## config.mk

```make
export PLATFORM = sky130hd
export DESIGN_NAME = acc_send
export DESIGN_NICKNAME = d
export VERILOG_FILES = /design/src/rtl/acc_mpi_pkg.sv /design/src/rtl/send_pkt_fmt.sv /design/src/rtl/acc_send.sv
export SDC_FILE = /design/constraint.sdc
export NUM_CORES = 1
export LEC_CHECK = 0
export BUFFER_PORTS_ARGS = -buffer_cell sky130_fd_sc_hd__buf_2
export CELL_PAD_IN_SITES_DETAIL_PLACEMENT = 1
export CELL_PAD_IN_SITES_GLOBAL_PLACEMENT = 1
export CORE_MARGIN = 3
export CORE_UTILIZATION = 44
export CTS_CLUSTER_SIZE = 28
export DETAILED_ROUTE_END_ITERATION = 6
export GPL_TIMING_DRIVEN = 0
export HOLD_SLACK_MARGIN = 0.15
export PLACE_DENSITY_LB_ADDON = 0.1
export REMOVE_ABC_BUFFERS = 1
export SLEW_MARGIN = 20
export SYNTH_ARGS = -nofsm -noshare
export SYNTH_HDL_FRONTEND = slang
export SYNTH_HIERARCHICAL = 1
export SYNTH_SLANG_ARGS = --single-unit
export TNS_END_PERCENT = 100
```

## constraint.sdc

```tcl
create_clock -name nios_clk -period 10.4 [get_ports nios_clk]
set_clock_uncertainty 0.15 [all_clocks]
set_input_delay 0.52 -clock nios_clk [delete_from_list [all_inputs] [get_ports nios_clk]]
set_output_delay 0.52 -clock nios_clk [all_outputs]
set_load 0.02 [all_outputs]
```

## src/rtl/acc_mpi_pkg.sv

```systemverilog
// ============================================================================
// acc_mpi_pkg : shared packet layout, opcodes, result codes and FSM encoding
// Rev 1.0
// ============================================================================
`default_nettype none

package acc_mpi_pkg;

  localparam logic [4:0]  c_pkt_type_eager  = 5'b10000;
  localparam logic [4:0]  c_pkt_type_long   = 5'b10001;

  localparam int          c_pkt_type_lsb    = 123;
  localparam int          c_pkt_rank_lsb    = 96;
  localparam int          c_pkt_tag_lsb     = 88;
  localparam int          c_pkt_payload_lsb = 56;
  localparam int          c_pkt_index_lsb   = 0;

  localparam int          c_index_w         = 11;
  localparam int          c_addr_w          = 20;

  localparam logic [2:0]  c_op_eager        = 3'b001;
  localparam logic [2:0]  c_op_long         = 3'b010;
  localparam logic [2:0]  c_op_status       = 3'b100;

  localparam logic [31:0] c_res_ok          = 32'h52052020;
  localparam logic [31:0] c_res_err         = 32'hdeaddead;

  typedef enum logic [2:0] {
    ST_IDLE    = 3'd0,
    ST_CHECK   = 3'd1,
    ST_RD_REQ  = 3'd2,
    ST_RD_WAIT = 3'd3,
    ST_PUSH    = 3'd4,
    ST_FIN     = 3'd5
  } state_t;

endpackage

`default_nettype wire

```

## src/rtl/send_pkt_fmt.sv

```systemverilog
// ============================================================================
// send_pkt_fmt : combinational packet builder (type, rank, tag, payload, index)
// Rev 1.0
// ============================================================================
`default_nettype none

module send_pkt_fmt
  import acc_mpi_pkg::*;
#(
  parameter int PKT_W = 128
) (
  input  logic [4:0]           i_type,
  input  logic [7:0]           i_rank,
  input  logic [7:0]           i_tag,
  input  logic [31:0]          i_payload,
  input  logic [c_index_w-1:0] i_index,
  output logic [PKT_W-1:0]     o_pkt
);

  always_comb begin
    o_pkt = '0;
    o_pkt[c_pkt_type_lsb    +: 5]         = i_type;
    o_pkt[c_pkt_rank_lsb    +: 8]         = i_rank;
    o_pkt[c_pkt_tag_lsb     +: 8]         = i_tag;
    o_pkt[c_pkt_payload_lsb +: 32]        = i_payload;
    o_pkt[c_pkt_index_lsb   +: c_index_w] = i_index;
  end

endmodule

`default_nettype wire

```

## src/rtl/acc_send.sv

```systemverilog
// ============================================================================
// acc_send : MPI send engine -- eager and long (memory-fetched) packet pusher
// Rev 1.0
// ============================================================================
`default_nettype none

module acc_send
  import acc_mpi_pkg::*;
#(
  parameter int packetizer_width = 128,
  parameter int TIMEOUT          = 100000000
) (
  input  logic                        nios_clk,
  input  logic                        reset_n,
  input  logic                        clk_en,
  input  logic [31:0]                 data_in_a,
  input  logic [31:0]                 data_in_b,
  input  logic [2:0]                  in_opcode,
  input  logic                        start,
  output logic [31:0]                 result,
  output logic                        done,
  output logic                        read,
  output logic [c_addr_w-1:0]         read_addr,
  input  logic [31:0]                 readdata,
  input  logic                        readdatavalid,
  output logic                        write_fifo,
  input  logic                        fifo_full,
  output logic [packetizer_width-1:0] packet_out
);

  localparam logic [31:0] c_timeout = 32'(TIMEOUT);

  logic                        r_rst_meta;
  logic                        r_rst_n;
  state_t                      r_state;
  state_t                      w_state_nxt;
  logic [2:0]                  r_op;
  logic [7:0]                  r_rank;
  logic [7:0]                  r_tag;
  logic [31:0]                 r_b;
  logic [c_index_w-1:0]        r_index;
  logic [c_index_w-1:0]        w_index_nxt;
  logic [31:0]                 r_timer;
  logic [31:0]                 r_sent;
  logic [31:0]                 r_result;
  logic [31:0]                 w_result_nxt;
  logic                        r_done;
  logic                        w_done_nxt;
  logic [packetizer_width-1:0] r_pkt;
  logic [packetizer_width-1:0] w_pkt;
  logic                        w_capture;
  logic                        w_load_pkt;
  logic [4:0]                  w_fmt_type;
  logic [31:0]                 w_fmt_payload;
  logic [c_index_w-1:0]        w_fmt_index;
  logic [c_index_w-1:0]        w_count;
  logic [c_addr_w-1:0]         w_base;
  logic                        w_push;
  logic                        w_timeout;
  logic                        w_last;
  logic                        w_unused_a;

  // Reset asserts asynchronously but releases on a clock edge.
  always_ff @(posedge nios_clk or negedge reset_n) begin
    if (!reset_n) begin
      r_rst_meta <= 1'b0;
      r_rst_n    <= 1'b0;
    end else begin
      r_rst_meta <= 1'b1;
      r_rst_n    <= r_rst_meta;
    end
  end

  assign w_count    = r_b[c_index_w-1:0];
  assign w_base     = r_b[c_index_w +: c_addr_w];
  assign w_push     = clk_en && (r_state == ST_PUSH) && !fifo_full;
  assign w_timeout  = (r_timer >= c_timeout);
  assign w_last     = (r_op == c_op_eager) || (r_index == (w_count - 11'd1));
  assign w_unused_a = ^{data_in_a[31:24], data_in_a[7:0]};

  always_comb begin
    w_state_nxt   = r_state;
    w_index_nxt   = r_index;
    w_result_nxt  = r_result;
    w_done_nxt    = 1'b0;
    w_capture     = 1'b0;
    w_load_pkt    = 1'b0;
    w_fmt_type    = c_pkt_type_eager;
    w_fmt_payload = r_b;
    w_fmt_index   = '0;
    case (r_state)
      ST_IDLE: begin
        if (start) begin
          w_capture   = 1'b1;
          w_state_nxt = ST_CHECK;
        end
      end
      ST_CHECK: begin
        if (r_op == c_op_status) begin
          w_result_nxt = r_sent;
          w_done_nxt   = 1'b1;
          w_state_nxt  = ST_FIN;
        end else if (r_op == c_op_eager) begin
          w_load_pkt  = 1'b1;
          w_state_nxt = ST_PUSH;
        end else if ((r_op == c_op_long) && (w_count != '0)) begin
          w_index_nxt = '0;
          w_state_nxt = ST_RD_REQ;
        end else begin
          w_result_nxt = c_res_err;
          w_done_nxt   = 1'b1;
          w_state_nxt  = ST_FIN;
        end
      end
      ST_RD_REQ: begin
        w_state_nxt = ST_RD_WAIT;
      end
      ST_RD_WAIT: begin
        if (readdatavalid) begin
          w_fmt_type    = c_pkt_type_long;
          w_fmt_payload = readdata;
          w_fmt_index   = r_index;
          w_load_pkt    = 1'b1;
          w_state_nxt   = ST_PUSH;
        end else if (w_timeout) begin
          w_result_nxt = c_res_err;
          w_done_nxt   = 1'b1;
          w_state_nxt  = ST_FIN;
        end
      end
      ST_PUSH: begin
        if (!fifo_full) begin
          if (w_last) begin
            w_result_nxt = c_res_ok;
            w_done_nxt   = 1'b1;
            w_state_nxt  = ST_FIN;
          end else begin
            w_index_nxt = r_index + 11'd1;
            w_state_nxt = ST_RD_REQ;
          end
        end else if (w_timeout) begin
          w_result_nxt = c_res_err;
          w_done_nxt   = 1'b1;
          w_state_nxt  = ST_FIN;
        end
      end
      ST_FIN: begin
        w_state_nxt = ST_IDLE;
      end
      default: begin
        w_state_nxt = ST_IDLE;
      end
    endcase
  end

  send_pkt_fmt #(
    .PKT_W     (packetizer_width)
  ) u_fmt (
    .i_type    (w_fmt_type),
    .i_rank    (r_rank),
    .i_tag     (r_tag),
    .i_payload (w_fmt_payload),
    .i_index   (w_fmt_index),
    .o_pkt     (w_pkt)
  );

  always_ff @(posedge nios_clk or negedge r_rst_n) begin
    if (!r_rst_n) begin
      r_state  <= ST_IDLE;
      r_op     <= '0;
      r_rank   <= '0;
      r_tag    <= '0;
      r_b      <= '0;
      r_index  <= '0;
      r_timer  <= '0;
      r_sent   <= '0;
      r_result <= '0;
      r_done   <= 1'b0;
      r_pkt    <= '0;
    end else begin
      // done stays a single-cycle pulse even if clk_en drops in FIN
      r_done <= clk_en && w_done_nxt;
      if (clk_en) begin
        r_state  <= w_state_nxt;
        r_index  <= w_index_nxt;
        r_result <= w_result_nxt;
        if (w_capture) begin
          r_op   <= in_opcode;
          r_rank <= data_in_a[23:16];
          r_tag  <= data_in_a[15:8];
          r_b    <= data_in_b;
        end
        if (w_load_pkt) begin
          r_pkt <= w_pkt;
        end
        if (w_push) begin
          r_sent <= r_sent + 32'd1;
        end
        if (w_state_nxt != r_state) begin
          r_timer <= '0;
        end else if ((r_state == ST_PUSH) || (r_state == ST_RD_WAIT)) begin
          r_timer <= r_timer + 32'd1;
        end else begin
          r_timer <= '0;
        end
      end
    end
  end

  assign result     = r_result;
  assign done       = r_done;
  assign read       = clk_en && (r_state == ST_RD_REQ);
  assign read_addr  = w_base + c_addr_w'(r_index);
  assign write_fifo = w_push;
  assign packet_out = r_pkt;

endmodule

`default_nettype wire

```

==> out/results.txt <==
The tools report the launching element type of the critical path as a register. The final setup violation count was 0; the average detailed-routed wire length per instance was 18.2 um. After layout, the minimum clock period comes to 4.03 ns. For the initial antenna violation count, the log shows 2. Using the TritonRoute via totals, the vias-per-cell ratio works out to 5.07.

The top cell type's share of synthesized area works out to 51.0%. Summed over all layers, the routed wires come to 37,500 um. Path type of the worst setup path: reg2out. Setup slack on the worst reg-to-reg path comes out at 6.48 ns. The count of nets after finishing was 1,728; the remaining global-route overflow was 0. For this design the top-level I/O count stands at 288. In this run the static leakage power is 8.43 nW. The post-route fraction of the period consumed by the critical path was 38.8%; the required time of the worst setup path was 9.73 ns. The async set-reset flop share out of synthesis works out to 100%. The tools report the remaining antenna violation count as 0.

The count of buffers added on input and output ports is 271. The maximum frequency from static timing analysis came out at 248 MHz. Number of detailed-route iterations in the first pass: 4.

Of all cell types, the one taking the most synthesized area is sky130_fd_sc_hd__dfrtp_1. IR analysis of the VDD net gives a maximum drop of 0.159 mV. The die area was 34,800 um^2; the number of unique standard cell types used by synthesis was 60. The tightest min-delay check is of the reg2async type. For the final max-slew violation count, the log shows 0. The H-tree depth reported by CTS came out at 1.

The starting DRC count in detailed routing was 334. The logs give 0 for the total count of hold-check failures in the final report and 51.0% for the portion of the post-synthesis area used by sequential elements. TritonCTS built the clock tree. By area the synthesized netlist is led by sky130_fd_sc_hd__dfrtp_1 (51%), sky130_fd_sc_hd__mux2_2 (14%), sky130_fd_sc_hd__buf_4 (6.8%). The clock-pin slew reported for the worst setup and hold paths after clock tree synthesis is 0.06 ns. Of all nets on the critical path, the largest fanout is 7. Yosys printed 6 warnings. The share of cells above drive strength 1 is 33.1%.

The commonest register cell after synthesis is sky130_fd_sc_hd__dfrtp_1. In this run the power density over the cells is 284 nW/um^2. From bottom edge to top edge, the die measures 186 um. Measured against its own limit, the worst slew margin works out to 34.1%. In this run, placement finished with an instance count of 1,923. The via count of the first global-routing pass was 11,600; the number of clock sinks was 292. The first global-routing pass estimated 62,700 um of wire.

The synthesized area per cell was 10.9 um^2. For this run, global-route usage on met2 was measured as 37.9%. The flow ran to the end, and the final reports show no timing, DRC or antenna violations. The tools report the non-filler instance count after layout as 2,065. The root buffer cell chosen for the clock tree is sky130_fd_sc_hd__clkbuf_16. Clock latency on the worst-skew pair, taken at its later pin, is 0.57 ns.

The number of clock buffers added by TritonCTS is 31. The total global-route track usage was 21.7%. In the routed design, unresolved DRC markers number 0.

In this run the horizontal extent of the chip is 186 um. The routed layout has 10,500 vias. The run gives 31,800 um^2 as the core outline area. In this run, synthesis inferred 0 flip-flops with an integrated enable. Most crowded layer after global routing: met2. At the pin with the least slew margin, the transition time is 0.979 ns. 0 antenna diodes ended up in the layout. The tool flagged a number of max-cap violations equal to 0. No sink is reached through more buffers than the 3 on the longest clock path. Global routing consumed, on the met1 layer, 27.6% of the routing resources. The tools report the critical path data arrival time as 3.36 ns.

The cell area that synthesis handed to floorplanning was 14,300 um^2. Once the clock tree was built, the resizer swapped 0 gates to a different size. Entering global routing, the biggest net connects 52 pins.

The tools report the synthesized instance count as 1,313. Once the floorplan was initialized, standard cells occupied 45.0% of the core. Total negative slack: 0 ns. Setup repair after global routing left no endpoint under its margin. STA classifies the critical path endpoint as an output pin.

Routability-driven placement finished with a final weighted congestion of 0.777. Global routing used 5.00% of the available met3 tracks. The site row count is 65, and the half-perimeter wire length after placement is 25,700 um.

The register bit total from synthesis was 292; the area growth from synthesis to layout was 22.7%.
## path summary, 6_finish.rpt
path	end	depth (start not counted)	start
max in group asynchronous	r_timer[21]	3	r_rst_n
worst min-delay path	packet_out[110]	0	r_rst_n
worst min register to register	packet_out[110]	0	r_rst_n
worst max-delay path	read_addr[16]	12	r_index[0]
min in group nios_clk	packet_out[56]	4	readdata[0]
worst max register to register	result[31]	10	r_b[0]
## state kept, by name, summed over array words and instances (netlist names), 8 cells and up
register / flops
r_b: 32
r_tag: 8
r_sent: 32
r_timer: 32
packet_out: 128
r_index: 11
result: 32
r_rank: 8
## layer usage
metal,wire length (um),share of wire (%)
met1,16000,43
met5,23,0.061
met2,18700,50
met3,2000,5.3
met4,864,2.3
## through the flow
stage	instance area, um^2	utilization, %	hold slack, ns	power [mW]	setup WS [ns]
2_1_floorplan	13400	-	0.0744	3.12	1.51
3_3_place_gp	15300	48.1	0.156	3.76	-2.44
3_5_place_dp	15700	49.3	0.158	3.83	6.49
4_1_cts	17600	55.3	0.150	5.04	6.34
5_1_grt	17600	55.3	0.183	5.32	6.08
6_report	17600	55.3	0.189	4.99	6.37
## layout make-up
type,instances,area [um^2]
Sequential cell,292,7310
Clock inverter,10,143
Multi-Input combinational cell,872,5990
Clock buffer,47,916
Timing Repair Buffer,374,2540
Tap cell,435,544
Fill cell,3459,14200
Inverter,35,131
## worst max-delay path, stage by stage, from the launching register on
cell and delay (ns):
sky130_fd_sc_hd__dfrtp_1 0.48, sky130_fd_sc_hd__ha_1 0.22, sky130_fd_sc_hd__inv_1 0.06, sky130_fd_sc_hd__fa_1 0.41, sky130_fd_sc_hd__nor2b_1 0.13, sky130_fd_sc_hd__o21a_1 0.13, sky130_fd_sc_hd__o21ai_0 0.12, sky130_fd_sc_hd__a21o_1 0.22
sky130_fd_sc_hd__a21oi_1 0.21, sky130_fd_sc_hd__o31a_1 0.28, sky130_fd_sc_hd__o211ai_1 0.13, sky130_fd_sc_hd__xnor2_1 0.18, sky130_fd_sc_hd__buf_2 0.20
## repair_timing
action / 4_1_cts / 5_1_grt
hold buffers: 85 / 0
buffers inserted: 0 / 0
hold endpoints to repair: 85 / 0
## synthesized netlist by cell type, drive strengths merged (5+ instances only)
cell type and instances:
o21ai 40, clkbuf 45, nor3 11, and4 6, inv 35, nor2b 10, nand4 15, xor2 16
a21oi 42, nand2 159, o22ai 16, nand3 33, xnor2 51, buf 135, mux2 181, or3 5
and2 13, nand2b 19, and3 18, nor4 7, o22a 6, a22o 11, nor2 53, nor3b 5
a31oi 25, ha 16, dfrtp 292
## layout by cell type (no fill, tap or decap), types with 13 or more instances in the layout
cell                              n
sky130_fd_sc_hd__nand4_1         15
sky130_fd_sc_hd__buf_2          271
sky130_fd_sc_hd__o22ai_1         16
sky130_fd_sc_hd__o21ai_0         39
sky130_fd_sc_hd__nand2_1        159
sky130_fd_sc_hd__a21oi_1         41
sky130_fd_sc_hd__xnor2_1         51
sky130_fd_sc_hd__dfrtp_1        291
sky130_fd_sc_hd__nand3_1         32
sky130_fd_sc_hd__xor2_1          16
sky130_fd_sc_hd__and2_1          13
sky130_fd_sc_hd__mux2_2         181
sky130_fd_sc_hd__ha_1            16
sky130_fd_sc_hd__clkbuf_16       31
sky130_fd_sc_hd__nand2b_1        19
sky130_fd_sc_hd__a31oi_1         24
sky130_fd_sc_hd__and3_1          17
sky130_fd_sc_hd__dlygate4sd3_1   85
sky130_fd_sc_hd__nor2_1          50
sky130_fd_sc_hd__inv_1           34
sky130_fd_sc_hd__conb_1          69
## cell families after synthesis
group / Yosys count / share of synthesized area, %
DFF: 292 / 51.0
muxes: 182 / 14.3
and+or+nand+nor: 366 / 12.3
AOI/OAI and AO/OA: 171 / 7.57
xor gates and xnor gates: 67 / 4.10
buffers and inverters: 215 / 9.09
adders and majority gates: 17 / 1.54
other: 3 / 0.0786
## power breakdown
part           internal [mW]  switching, mW
clock                  0.681          0.464
sequential              1.53          0.294
combinational          0.853           1.17
total                   3.06           1.93
(Power assumes the default switching activity.)
